`src/rtl/lvds_rx_pkg.sv`:
```
// Shared LVDS receiver definitions: lane geometry, training word and the
// state encoding of the word-alignment controller.
package lvds_rx_pkg;

  localparam int unsigned LVDS_NUM_LANES = 4;
  localparam int unsigned LVDS_WORDWIDTH = 6;
  localparam logic [LVDS_WORDWIDTH-1:0] LVDS_TRAIN_PATTERN = 6'b111000;

  typedef enum logic [2:0] {
    ST_IDLE,
    ST_LOAD,
    ST_SETTLE,
    ST_CHECK,
    ST_SLIP,
    ST_TAP,
    ST_NEXT,
    ST_DONE
  } align_state_e;

endpackage

```
`src/rtl/lvds_align_timer.sv`:
```
// Loadable down-counter that times the settle window after every delay or
// bitslip action; done_o is high once the count has drained to zero.
module lvds_align_timer #(
  parameter int WIDTH = 3
) (
  input  logic             clk_i,
  input  logic             rst_ni,
  input  logic             load_i,
  input  logic [WIDTH-1:0] count_i,
  output logic             done_o
);

  logic [WIDTH-1:0] cnt_q, cnt_d;

  always_comb begin
    cnt_d = cnt_q;
    if (load_i) begin
      cnt_d = count_i;
    end else if (cnt_q != '0) begin
      cnt_d = cnt_q - 1'b1;
    end
  end

  always_ff @(posedge clk_i or negedge rst_ni) begin
    if (!rst_ni) begin
      cnt_q <= '0;
    end else begin
      cnt_q <= cnt_d;
    end
  end

  assign done_o = (cnt_q == '0);

endmodule

```
`src/rtl/lvds_align_ctrl.sv`:
```
// Per-lane LVDS word alignment: bitslips through every phase of a word, then
// steps the input delay one tap, until the training pattern is seen MATCH_CNT times.
module lvds_align_ctrl
  import lvds_rx_pkg::*;
#(
  parameter int                   NUM_LANES     = LVDS_NUM_LANES,
  parameter int                   WORDWIDTH     = LVDS_WORDWIDTH,
  parameter logic [WORDWIDTH-1:0] TRAIN_PATTERN = LVDS_TRAIN_PATTERN,
  parameter int                   SETTLE_CYC    = 4,
  parameter int                   MATCH_CNT     = 8,
  parameter int                   MAX_TAPS      = 32
) (
  input  logic                           i_clk,
  input  logic                           i_rst_n,
  input  logic                           i_start,
  input  logic [NUM_LANES*WORDWIDTH-1:0] i_lane_words,
  output logic [NUM_LANES-1:0]           o_bitslip,
  output logic [NUM_LANES-1:0]           o_dly_ce,
  output logic                           o_dly_inc,
  output logic [NUM_LANES-1:0]           o_dly_ld,
  output logic                           o_busy,
  output logic                           o_done,
  output logic [NUM_LANES-1:0]           o_lane_ok,
  output logic [4:0]                     o_tap
);

  localparam int LANE_W = (NUM_LANES > 1) ? $clog2(NUM_LANES) : 1;
  localparam int SLIP_W = $clog2(WORDWIDTH);
  localparam int MC_W   = $clog2(MATCH_CNT + 1);
  localparam int TMR_W  = (SETTLE_CYC > 0) ? $clog2(SETTLE_CYC + 1) : 1;

  align_state_e          state_q, state_d;
  logic [LANE_W-1:0]     lane_q, lane_d;
  logic [4:0]            tap_q, tap_d;
  logic [SLIP_W-1:0]     slip_q, slip_d;
  logic [MC_W-1:0]       match_q, match_d;
  logic [NUM_LANES-1:0]  lane_ok_q, lane_ok_d;
  logic                  busy_q, busy_d;
  logic                  done_q, done_d;

  logic [NUM_LANES-1:0]  lane_sel;
  logic [WORDWIDTH-1:0]  cur_word;
  logic                  settle_load;
  logic                  settle_done;

  assign lane_sel = NUM_LANES'(1) << lane_q;
  assign cur_word = i_lane_words[lane_q*WORDWIDTH +: WORDWIDTH];

  // The settle window restarts whenever the FSM enters SETTLE from an action state.
  assign settle_load = (state_d == ST_SETTLE) && (state_q != ST_SETTLE);

  lvds_align_timer #(
    .WIDTH (TMR_W)
  ) u_timer (
    .clk_i   (i_clk),
    .rst_ni  (i_rst_n),
    .load_i  (settle_load),
    .count_i (TMR_W'(SETTLE_CYC)),
    .done_o  (settle_done)
  );

  always_comb begin
    state_d   = state_q;
    lane_d    = lane_q;
    tap_d     = tap_q;
    slip_d    = slip_q;
    match_d   = match_q;
    lane_ok_d = lane_ok_q;
    busy_d    = busy_q;
    done_d    = done_q;
    o_bitslip = '0;
    o_dly_ce  = '0;
    o_dly_ld  = '0;
    o_dly_inc = 1'b0;

    unique case (state_q)
      ST_IDLE: begin
        if (i_start) begin
          state_d   = ST_LOAD;
          lane_d    = '0;
          lane_ok_d = '0;
          done_d    = 1'b0;
          busy_d    = 1'b1;
        end
      end
      ST_LOAD: begin
        o_dly_ld = lane_sel;
        tap_d    = '0;
        slip_d   = '0;
        state_d  = ST_SETTLE;
      end
      ST_SETTLE: begin
        if (settle_done) begin
          match_d = '0;
          state_d = ST_CHECK;
        end
      end
      ST_CHECK: begin
        if (cur_word == TRAIN_PATTERN) begin
          match_d = match_q + 1'b1;
          if (match_d == MC_W'(MATCH_CNT)) begin
            lane_ok_d[lane_q] = 1'b1;
            state_d           = ST_NEXT;
          end
        end else if (slip_q < SLIP_W'(WORDWIDTH - 1)) begin
          state_d = ST_SLIP;
        end else begin
          state_d = ST_TAP;
        end
      end
      ST_SLIP: begin
        o_bitslip = lane_sel;
        if (slip_q < SLIP_W'(WORDWIDTH - 1)) begin
          slip_d = slip_q + 1'b1;
        end
        state_d = ST_SETTLE;
      end
      ST_TAP: begin
        // Out of taps means every phase at every delay failed: give up on the lane.
        if (tap_q < 5'(MAX_TAPS - 1)) begin
          o_dly_ce  = lane_sel;
          o_dly_inc = 1'b1;
          tap_d     = tap_q + 1'b1;
          slip_d    = '0;
          state_d   = ST_SETTLE;
        end else begin
          lane_ok_d[lane_q] = 1'b0;
          state_d           = ST_NEXT;
        end
      end
      ST_NEXT: begin
        if (lane_q == LANE_W'(NUM_LANES - 1)) begin
          state_d = ST_DONE;
        end else begin
          lane_d  = lane_q + 1'b1;
          state_d = ST_LOAD;
        end
      end
      ST_DONE: begin
        done_d  = 1'b1;
        busy_d  = 1'b0;
        state_d = ST_IDLE;
      end
      default: state_d = ST_IDLE;
    endcase
  end

  always_ff @(posedge i_clk or negedge i_rst_n) begin
    if (!i_rst_n) begin
      state_q   <= ST_IDLE;
      lane_q    <= '0;
      tap_q     <= '0;
      slip_q    <= '0;
      match_q   <= '0;
      lane_ok_q <= '0;
      busy_q    <= 1'b0;
      done_q    <= 1'b0;
    end else begin
      state_q   <= state_d;
      lane_q    <= lane_d;
      tap_q     <= tap_d;
      slip_q    <= slip_d;
      match_q   <= match_d;
      lane_ok_q <= lane_ok_d;
      busy_q    <= busy_d;
      done_q    <= done_d;
    end
  end

  assign o_busy    = busy_q;
  assign o_done    = done_q;
  assign o_lane_ok = lane_ok_q;
  assign o_tap     = tap_q;

endmodule

```
`config.mk`:
```
export PLATFORM = sky130hd
export DESIGN_NAME = lvds_align_ctrl
export DESIGN_NICKNAME = d
export VERILOG_FILES = /design/src/rtl/lvds_rx_pkg.sv /design/src/rtl/lvds_align_timer.sv /design/src/rtl/lvds_align_ctrl.sv
export SDC_FILE = /design/constraint.sdc
export NUM_CORES = 1
export LEC_CHECK = 0
export CELL_PAD_IN_SITES_DETAIL_PLACEMENT = 1
export CELL_PAD_IN_SITES_GLOBAL_PLACEMENT = 2
export CORE_ASPECT_RATIO = 1.4
export CORE_UTILIZATION = 25
export DETAILED_ROUTE_END_ITERATION = 8
export PLACE_DENSITY_LB_ADDON = 0.1
export SETUP_SLACK_MARGIN = 0.2
export SKIP_LAST_GASP = 1
export SLEW_MARGIN = 25
export SYNTH_ARGS = -nofsm -noshare
export SYNTH_HDL_FRONTEND = slang
export SYNTH_HIERARCHICAL = 1
export SYNTH_SLANG_ARGS = --single-unit
```
`constraint.sdc`:
```
create_clock -name i_clk -period 2.3 [get_ports i_clk]
set_input_delay 0.46 -clock i_clk [delete_from_list [all_inputs] [get_ports i_clk]]
set_output_delay 0.46 -clock i_clk [all_outputs]
set_load 0.01 [all_outputs]
```
# --- Word level (Yosys, flattened, before mapping) ---
# Index checks and enable logic that the tools add are counted.
classes:
  eq_ne: 20
  reduce_logical: 19
  bitwise: 3
  mul: 1
  n_addsub: 5
  shifts: 2
  magnitude_cmp: 4
  mux: 38
ops:
  columns: ["operator", "count"]
  rows:
  - ["$mux W4", 10]
  - ["$mux W3", 10]
  - ["$shiftx A24 B6 Y6", 1]
  - ["$pmux W3 S7", 1]
  - ["$ne A2 B2 Y1 const B", 8]
  - ["$eq A3 B3 Y1 const B", 4]
  - ["$pmux W4 S3", 1]
  - ["$pmux W5 S2", 1]
  - ["$reduce_bool A2 Y1", 5]
  - ["$eq A3 B2 Y1 const B", 3]
  - ["$pmux W3 S3", 1]
  - ["$reduce_and A3 Y1", 3]
  - ["$reduce_bool A3 Y1", 3]
  - ["$pmux W4 S2", 1]
  - ["$eq A6 B6 Y1 const B", 1]
  - ["$logic_not A3 Y1", 2]
  - ["$mux W1", 6]
  - ["$add A5 B1 Y5 const B", 1]
  - ["$lt A5 B5 Y1 const B", 1]
  - ["$mux W5", 1]
  - ["$reduce_and A5 Y1", 1]
  - ["$add A4 B1 Y4 const B", 1]
  - ["$and A4 B4 Y4", 1]
  - ["$eq A4 B4 Y1 const B", 1]
  - ["other kinds (20)", 24]
word_totals:
  ff_bits: 26
  wordCells: 101
  output_inout_bits: 24
  input_bits: 27

# --- Depth between registers and ports, before layout ---
# Gate-level depths: netlist of run 1.
logic_depth:
  depth_word: 8
  depth_mapped: 9

# --- Cells and area by module ---
# The synthesis of run 1 kept the hierarchy.
by_module_without_submodules:
  columns: ["mod", "cells_each", "n_inst", "area_per_inst_um2"]
  rows:
  - ["lvds_align_ctrl", 190, 1, 1624.1]
  - ["lvds_align_timer", 21, 1, 200.2]

# --- Worst setup path after synthesis of run 1 ---
# Ideal clock, no wire load.
synth_timing:
  kind: "input port to flip-flop"
  from: "input i_lane_words[6]"
  to: "register u_timer.cnt_q[0]"
  setup_ns: 0.104
  t_required_ns: 2.196
  path_buffers: 0
  setup_slack_ns: -0.099
  arrival_time_ns: 2.296
  stages: 7
  path_cell_list: "nor4b_2 -> nand4_1 -> a211o_1 -> a31o_1 -> a211oi_1 -> nor2b_1 -> a221oi_1"
synth_via:
  elab_chain_cells: 7
  word_cells_on_any_way: 8
  cone_classes: "2 x eq/ne; 1 x shift; 3 x mux; 2 x reduce/logical"
synth_lines:
  columns: ["item", "line_no", "source"]
  rows:
  - ["start, declared", "lvds_align_ctrl.sv:16", "input logic [NUM_LANES*WORDWIDTH-1:0] i_lane_words,"]
  - ["$shiftx A24 B6 Y6 *", "lvds_align_ctrl.sv:47", "assign cur_word = i_lane_words[lane_q*WORDWIDTH +: WORDWIDTH];"]
  - ["$eq A6 B6 Y1 *", "lvds_align_ctrl.sv:99", "if (cur_word == TRAIN_PATTERN) begin"]
  - ["$mux W3 *", "lvds_align_ctrl.sv:99", null]
  - ["$pmux W3 S7 *", "lvds_align_ctrl.sv:76", "unique case (state_q)"]
  - ["$eq A3 B2 Y1 *", "lvds_align_ctrl.sv:50", "assign settle_load = (state_d == ST_SETTLE) && (state_q != ST_SETTLE);"]
  - ["$logic_and A1 B1 Y1 *", "lvds_align_ctrl.sv:50", null]
  - ["named net settle_load", "lvds_align_ctrl.sv:43", "logic settle_load;"]
  - ["$mux W3 / $reduce_bool A2 Y1 (equally long branches)", null, null]
  - ["end signal, assigned", "lvds_align_timer.sv:28", "cnt_q <= cnt_d;"]
  - ["end, declared", "lvds_align_timer.sv:13", "logic [WIDTH-1:0] cnt_q, cnt_d;"]
# The timed path passes the listed nets; every way through them passes the cells marked *.
# A chain may end at the register's enable or synchronous reset.

==> results of run 1 <==
worst paths after layout:
kind                       startpoint         end  slack, ns  cells past startpoint
min reg2reg                    o_busy      o_busy       0.52                      2
max reg2reg                 lane_q[0]   slip_q[2]       0.06                     10
min in group asynchronous     i_rst_n      o_busy       0.55                      2
max                         lane_q[0]   slip_q[2]       0.06                     10
max in group asynchronous     i_rst_n  state_q[0]       1.45                      2
min                            o_busy      o_busy       0.52                      2
Yosys cell counts (all sizes together), types with 2 or more instances:
master / n / share of area, %
a211oi: 2 / 0.82
o211ai: 5 / 2.1
a21boi: 2 / 0.82
a21oi: 12 / 3.3
nand2b: 5 / 1.7
conb: 2 / 0.41
nand3: 13 / 3.6
dfrtp: 26 / 36
a211o: 2 / 0.96
nor3: 2 / 0.55
buf: 3 / 0.82
inv: 16 / 3.3
nor4b: 6 / 3.6
clkbuf: 4 / 0.82
and4: 2 / 0.96
or2: 2 / 0.69
o21ai: 18 / 4.9
nand4: 6 / 2.1
and4b: 3 / 1.6
xor2: 3 / 1.4
mux2: 2 / 1.2
nor2: 11 / 2.3
nor2b: 7 / 2.4
nand3b: 2 / 0.82
nand2: 11 / 2.3
and2: 11 / 3.8
and3b: 2 / 0.96
a31oi: 5 / 1.7
ha: 9 / 6.2
flip-flops by register name, summed over array words and instances, names as in the netlist:
register and count:
state_q 3, o_lane_ok 4, match_q 4, u_timer/cnt_q 3, o_busy 1, o_done 1
slip_q 3, lane_q 2, o_tap 5
critical path: stages (launching register included):
cell,delay (ns)
dfrtp_1,0.43
buf_6,0.14
buf_6,0.11
nand4_1,0.11
a211o_1,0.20
buf_6,0.12
o31ai_4,0.06
buf_6,0.12
buf_4,0.14
a2111oi_4,0.38
mux2_4,0.34
through the flow:
stage / worst slack [ns] / instances / cell area [um2]
2_1_floorplan: 0.197 / 212 / 1860
3_3_place_gp: -0.403 / 377 / 2650
3_5_place_dp: -0.435 / 377 / 2650
4_1_cts: 0.0494 / 393 / 2910
5_1_grt: -0.0390 / 405 / 3070
6_report: 0.0573 / 405 / 3070
per-layer routing:
layer  vias up  part of all wire, %  GRT usage, %
li1        971                    -             -
met3         6                  1.3          1.47
met2        23                   56          34.6
met1       957                   41          20.1
met4         0                  1.3          4.88
met5         -                    0             0
final cells by class:
type | instances | share of cell area [%]
Clock buffer | 3 | 1.35
Clock inverter | 1 | 0.978
Multi-Input combinational cell | 163 | 42.1
Sequential cell | 26 | 21.3
Inverter | 16 | 1.96
Tap cell | 95 | 3.87
Timing Repair Buffer | 101 | 28.5
what timing repair did:
action,4_1_cts,5_1_grt
gates cloned,0,0
setup buffers,12,12
resized for setup,65,34
pin swaps,15,13
endpoints found under the setup margin,25,16
power by group through the flow:
stage,Combinational [mW],Clock [mW],Sequential [mW]
floorplan,0.644,0,0.717
global placement,1.16,0,0.740
detailed placement,1.17,0,0.742
finish,1.46,0.402,0.743
global route,1.62,0.434,0.767
CTS,1.33,0.416,0.732
logic make-up (layout without fill, tap and decap cells):
logic type	after synthesis	in the layout	synth area share (%)
xor gates and xnor gates	3	3	1.44
other	2	3	0.412
adders and majority gates	9	9	6.17
muxes	2	2	1.23
buffers and inverters	23	121	4.94
DFF	26	26	35.7
and+or+nand+nor	85	85	28.1
AOI/OAI and AO/OA	61	61	22.0
==> impl_metrics.json, run 1 <==
{
  "outcome": "completed",
  "synth-seq-area-share_pct": 35.7,
  "endpoint_kind": "register",
  "detail-route-antenna-nets": 0,
  "synth_area_um2": 1820,
  "die_w_um": 74.2,
  "finClkSkew_ns": 0.00712,
  "cts.sinks": 26,
  "regArea_um2": 653,
  "final.period_utilization_pct": 97.5,
  "htreeDepth": 1,
  "tns_ns": 0,
  "p_int_mw": 1.55,
  "ys_types": 49,
  "layout_min_cycle_time_ns": 2.24,
  "final_layout_size_suffix_gt1_share_pct": 31.9,
  "ys_ff_latch": 26,
  "multiInputGateArea_um2": 1290,
  "vias_per_cell": 4.83,
  "switching_share_pct": 40.4,
  "syn_to_final_growth_pct": 68.2,
  "start_util_pct": 26.0,
  "grt_pass1_wl_mm": 10.3,
  "grt_max_degree": 27,
  "p_total_mw": 2.61,
  "grt_pass1_vias": 2105,
  "worstHoldPathType": "reg2reg",
  "grt_antenna_before_repair": 0,
  "combPwrFrac_pct": 56.1,
  "drtPass1Iterations": 4,
  "wire_per_inst_um": 16.0,
  "die_area_um2": 7650,
  "setup_viol_count_final": 0,
  "p_clk_share_pct": 15.4,
  "core_um2": 7030,
  "cp_max_fo": 3,
  "worstMarginPinSlew_ns": 0.574,
  "clockBufferDepth": 2,
  "clk_latency_ns": 0.28,
  "routabilityCongestion": 0.708,
  "syn_avg_cell_area_um2": 8.65,
  "final_core_util_pct": 43.7,
  "synth_edf_count": 0,
  "hold_buffers": 0,
  "mostFrequentLayoutCells": "buf_4, dfrtp_1, clkdlybuf4s50_1, o21ai_0, nand3_1",
  "fillerInstances": 817,
  "power_density_nw_per_um2": 850,
  "rsz0062_at_grt": "true",
  "grt_use_total_pct": 17.8,
  "fp.dieH_um": 103,
  "hold_viol": 0,
  "slew_headroom_pct": 61.6,
  "rows": 36,
  "seqPwrFrac_pct": 28.5,
  "wl_mm": 6.49,
  "overflow": 0,
  "remaining_drc_errors": 0,
  "cp-start-kind": "register",
  "num_vias": 1957,
  "ys.flop_type": "dfrtp_1",
  "cp.required_ns": 2.48,
  "nets": 347,
  "p_sw_mw": 1.05,
  "timing.fmax_mhz": 446,
  "drt_iter0_markers": 59,
  "maxCapViolations": 0,
  "io-pin-count": 51,
  "maxSlewViolCount": 0,
  "clk_pin_slew_ns": 0.11,
  "antennaDiodeCount": 0,
  "synth-async-reset-ratio_pct": 100,
  "synthCells": 211,
  "port_buffers": 50,
  "irDropWorstVdd_mv": 0.399,
  "holdWs_ns": 0.525,
  "yosys_warnings": 6,
  "p_leak_nw": 1.41,
  "cp.arrival_ns": 2.42,
  "cts_buffers": 3,
  "dp.final_hpwl_mm": 4.82,
  "path_class": "reg2reg",
  "clockRootBuffer": "clkbuf_8",
  "layout_commonest_cell": "buf_4",
  "cts_tree": "yes"
}
No activity file was read; power rests on OpenSTA's default activity.
==> run 2: changes to the inputs <==
--- a/constraint.sdc
+++ b/constraint.sdc
@@ -3,2 +3,2 @@
 set_output_delay 0.46 -clock i_clk [all_outputs]
-set_load 0.01 [all_outputs]
+set_load 0.05 [all_outputs]
==> run 2 against run 1 <==
Effect of this change:
- via count grew 2.2%
- clock power shrank 21%
- fmax grew 3.7%
- critical path type is now in2reg
==> impl_metrics.json, run 2 (synthesized netlist as in run 1, its figures left out) <==
{
  "setup_viol_count_final": 0,
  "grt_max_degree": 27,
  "slew_headroom_pct": 64.0,
  "mostFrequentLayoutCells": "buf_4, dfrtp_1, o21ai_0, clkdlybuf4s50_1, buf_12",
  "endpoint_kind": "register",
  "fillerInstances": 824,
  "p_clk_share_pct": 10.8,
  "die_w_um": 74.2,
  "seqPwrFrac_pct": 25.0,
  "num_vias": 2001,
  "worstMarginPinSlew_ns": 0.539,
  "layout_commonest_cell": "buf_4",
  "grt_pass1_wl_mm": 10.3,
  "clk_latency_ns": 0.28,
  "cts_tree": "yes",
  "hold_buffers": 0,
  "layout_min_cycle_time_ns": 2.16,
  "htreeDepth": 1,
  "final_cells": 410,
  "power_density_nw_per_um2": 879,
  "final_layout_size_suffix_gt1_share_pct": 43.8,
  "drt_iter0_markers": 40,
  "finClkSkew_ns": 0.00560,
  "syn_to_final_growth_pct": 84.1,
  "wire_per_inst_um": 15.5,
  "largest_reg_flops": 5,
  "multiInputGateArea_um2": 1380,
  "p_leak_nw": 1.45,
  "grt_use_total_pct": 17.7,
  "hold_viol": 0,
  "drtPass1Iterations": 2,
  "clk_pin_slew_ns": 0.10,
  "rsz0062_at_grt": "true",
  "die_area_um2": 7650,
  "maxCapViolations": 0,
  "regArea_um2": 658,
  "outcome": "completed",
  "combPwrFrac_pct": 64.2,
  "routabilityCongestion": 0.753,
  "final_core_util_pct": 47.8,
  "antennaDiodeCount": 0,
  "cp.arrival_ns": 2.35,
  "io-pin-count": 51,
  "tns_ns": 0,
  "cts_buffers": 3,
  "clockRootBuffer": "clkbuf_8",
  "start_util_pct": 26.0,
  "dp.final_hpwl_mm": 4.77,
  "p_sw_mw": 1.31,
  "wl_mm": 6.36,
  "cts.sinks": 26,
  "cp-start-kind": "primary input",
  "rows": 36,
  "cp.required_ns": 2.49,
  "p_int_mw": 1.64,
  "irDropWorstVdd_mv": 0.507,
  "detail-route-antenna-nets": 0,
  "overflow": 0,
  "cp_max_fo": 7,
  "grt_pass1_vias": 2074,
  "switching_share_pct": 44.4,
  "worstHoldPathType": "reg2reg",
  "final.period_utilization_pct": 94.1,
  "place_inst": 385,
  "fin_ws_ns": 0.137,
  "grt_antenna_before_repair": 0,
  "timing.fmax_mhz": 462,
  "p_total_mw": 2.95,
  "port_buffers": 50,
  "clockBufferDepth": 2,
  "fp.dieH_um": 103,
  "core_um2": 7030,
  "maxSlewViolCount": 0,
  "nets": 352,
  "remaining_drc_errors": 0,
  "vias_per_cell": 4.88,
  "path_class": "in2reg",
  "post-place-ws_ns": -0.468
}
run 2: cell count changes in the layout (fill, tap and decap cells not counted), moves of 3 or more:
cell	previous run	this run
inv_2	4	0
dfrtp_1	24	20
and2_4	0	9
buf_12	0	14
dfrtp_2	2	6
ha_2	1	4
dlygate4sd2_1	12	6
buf_6	7	10
and2_1	10	0
run 2: repair_timing:
item | in CTS | in global routing
pin swaps | 19 | 11
buffers inserted | 7 | 14
endpoints found under the setup margin | 19 | 21
resized for setup | 68 | 48
run 2: worst max-delay path, cell delays in order:
cell	delay, ns
clkdlybuf4s50_1	0.47
nand4_1	0.13
a211o_1	0.40
a31o_4	0.28
a211oi_2	0.17
buf_6	0.18
inv_4	0.04
a311oi_2	0.22
run 2: final cells by class:
type | instances | area share, %
Timing Repair Buffer | 106 | 31.9
Sequential cell | 26 | 19.6
Multi-Input combinational cell | 163 | 41.2
Inverter | 16 | 2.12
Tap cell | 95 | 3.54
Clock buffer | 4 | 1.64
run 2: metal layers:
metal  GRT usage, %  routed length, um  share of wire (%)
met5              0                  0                  0
met4           4.44                 48               0.76
met1           20.8               2660                 42
met3           1.47                 85                1.3
met2           33.8               3560                 56
run 2: worst paths after layout:
kind                                       start               end  slack (ns)  cells after the start
worst max register to register         lane_q[0]  u_timer/cnt_q[1]        0.17                      9
min in group asynchronous                i_rst_n            o_busy        0.57                      2
worst min register to register            o_busy            o_busy        0.52                      2
max in group asynchronous                i_rst_n         lane_q[0]        1.43                      2
worst min-delay path                      o_busy            o_busy        0.52                      2
worst max-delay path            i_lane_words[16]  u_timer/cnt_q[1]        0.14                      8
run 2: power groups by stage:
| stage | clock network (mW) | registers [mW] | logic (mW) |
|---|---|---|---|
| after floorplan | 0 | 0.854 | 0.679 |
| after global placement | 0 | 0.713 | 1.44 |
| after detailed placement | 0 | 0.718 | 1.45 |
| after CTS | 0.342 | 0.725 | 1.63 |
| after global routing | 0.356 | 0.763 | 2.05 |
| final | 0.319 | 0.739 | 1.89 |
run 2: per-stage QoR:
stage / hold WS (ns) / area, um2
floorplan: 0.164 / 1850
detailed placement: 0.514 / 2830
finish: 0.519 / 3360
global route: 0.565 / 3360
global placement: 0.492 / 2830
CTS: 0.535 / 3110
==> run 3: changes to the inputs <==
PLACE_DENSITY = 0.8   (was unset)
PLACE_DENSITY_LB_ADDON = unset   (was 0.1)
==> run 3 against run 2 <==
Effect of this change:
- power rose by 1.5%
- setup slack worse by 0.073 ns
- hold slack improved by 0.011 ns
- via count rose by 1.8%
- global-route usage about the same
- sequential cell count unchanged
- clock-buffer cell count down 1
- sequential share of layout area increased by 0.59 points
- final cell count down 1.7%
- first-iteration DRC count up 15%
- fmax is 3.3% lower
- critical endpoint is now slip_q[2]
==> impl_metrics.json, run 3 (synthesized netlist as in run 1, its figures left out) <==
{
  "worstHoldPathType": "reg2reg",
  "core_um2": 7030,
  "grt_antenna_before_repair": 0,
  "htreeDepth": 1,
  "cp.arrival_ns": 2.41,
  "rows": 36,
  "final_layout_size_suffix_gt1_share_pct": 41.2,
  "syn_to_final_growth_pct": 79.1,
  "hold_viol": 0,
  "die_area_um2": 7650,
  "drt_iter0_markers": 46,
  "detail-route-antenna-nets": 0,
  "r2r_setup_slack_ns": 0.06,
  "clk_latency_ns": 0.29,
  "remaining_drc_errors": 0,
  "timing.fmax_mhz": 447,
  "cp_max_fo": 5,
  "endpoint_kind": "register",
  "clockBufferDepth": 2,
  "rsz0062_at_grt": "true",
  "drtPass1Iterations": 4,
  "overflow": 0,
  "p_total_mw": 3.00,
  "cts_tree": "yes",
  "cp_slowest_cell": "dfrtp_2",
  "clk_pin_slew_ns": 0.11,
  "layout_commonest_cell": "buf_4",
  "nets": 345,
  "grt_pass1_wl_mm": 10.2,
  "reg2reg_to": "slip_q[2]",
  "cts_buffers": 3,
  "worstMarginPinSlew_ns": 0.561,
  "crit_family": "compound AO/OA/AOI/OAI gates",
  "grt_use_total_pct": 17.7,
  "cts.sinks": 26,
  "path_class": "reg2reg",
  "final.period_utilization_pct": 97.2,
  "reg2reg_depth": 7,
  "cp_num_buf_inv": 1,
  "worstHoldEndpoint": "o_busy",
  "final_core_util_pct": 46.5,
  "die_w_um": 74.2,
  "start_util_pct": 26.0,
  "irDropWorstVdd_mv": 0.366,
  "wl_mm": 6.76,
  "antennaDiodeCount": 0,
  "dp.final_hpwl_mm": 4.59,
  "fp.dieH_um": 103,
  "layout_min_cycle_time_ns": 2.24,
  "cp-start-kind": "register",
  "grt_pass1_vias": 2045,
  "grt_max_degree": 27,
  "setup_viol_count_final": 0,
  "min_path_cells": 2,
  "io-pin-count": 51,
  "cp.required_ns": 2.48,
  "tns_ns": 0,
  "cpPeakStageDelay_ns": 0.45,
  "power_density_nw_per_um2": 917,
  "mostFrequentLayoutCells": "buf_4, clkdlybuf4s50_1, dfrtp_1, buf_12, nand3_1",
  "path_cells": "and3b_2 -> o2111ai_4 -> o311ai_4 -> a31o_1 -> buf_4 -> a2111oi_4 -> mux2_4",
  "p_leak_nw": 1.38,
  "outcome": "completed",
  "holdWs_ns": 0.530,
  "min_from": "o_busy",
  "vias_per_cell": 5.06,
  "reg2reg_from": "match_q[0]",
  "clockRootBuffer": "clkbuf_8",
  "port_buffers": 50,
  "wire_per_inst_um": 16.8,
  "slew_headroom_pct": 62.5,
  "maxSlewViolCount": 0,
  "finClkSkew_ns": 0.00835,
  "largest_reg_flops": 5,
  "num_vias": 2038,
  "fillerInstances": 818,
  "maxCapViolations": 0,
  "routabilityCongestion": 0.739
}
## run 3: power by group
| part | total, mW | switching [mW] | leakage [nW] | internal [mW] |
|---|---|---|---|---|
| clock | 0.408 | 0.175 | 0.0357 | 0.234 |
| combinational | 1.83 | 0.992 | 1.02 | 0.835 |
| sequential | 0.761 | 0.167 | 0.332 | 0.594 |
## run 3: worst max-delay path by stage
stage / cells after the start / to / startpoint / slack [ns]
floorplan: 3 / o_bitslip[3] / lane_q[0] / 0.02
finish: 7 / slip_q[2] / match_q[0] / 0.06
CTS: 8 / u_timer/cnt_q[0] / match_q[0] / 0.20
global placement: 7 / slip_q[2] / i_lane_words[0] / -0.50
global route: 8 / slip_q[2] / lane_q[0] / 0.007
detailed placement: 9 / u_timer/cnt_q[0] / i_lane_words[0] / -0.54
## run 3: cell type report
cell class	instances	area, um2	area share, %
well taps	95	119	3.64
flip-flops and latches	26	659	20.2
clock inverters	1	30.0	0.919
repair buffers	99	997	30.5
multi-input cells	163	1360	41.5
clock buffers	3	41.3	1.26
inverters	16	63.8	1.95
## run 3: per-stage QoR
step                worst slack, ns  instances  area (um2)
global placement             -0.496        371        2720
global route                0.00650        403        3270
finish                       0.0633        403        3270
CTS                           0.196        391        3040
floorplan                    0.0210        212        1850
detailed placement           -0.542        371        2720
## run 3: worst min-delay path, cell delays in order, from the launching register on
cell and delay [ns]:
dfrtp_1 0.39, nand2_1 0.06, o21ai_0 0.06
## run 3: routing by layer
layer  track usage [%]  up-vias  wire, um
met5                 0        -         0
met3              1.96        9       125
met2              34.5       31      3960
li1                  -      976         -
met4              6.80        0       135
met1              18.9     1022      2550
## run 3: repair_timing
action,in CTS,in global routing
endpoints found under the setup margin,20,24
pin swaps,15,19
hold buffers,0,0
setup buffers,16,12
gates resized for setup,68,45
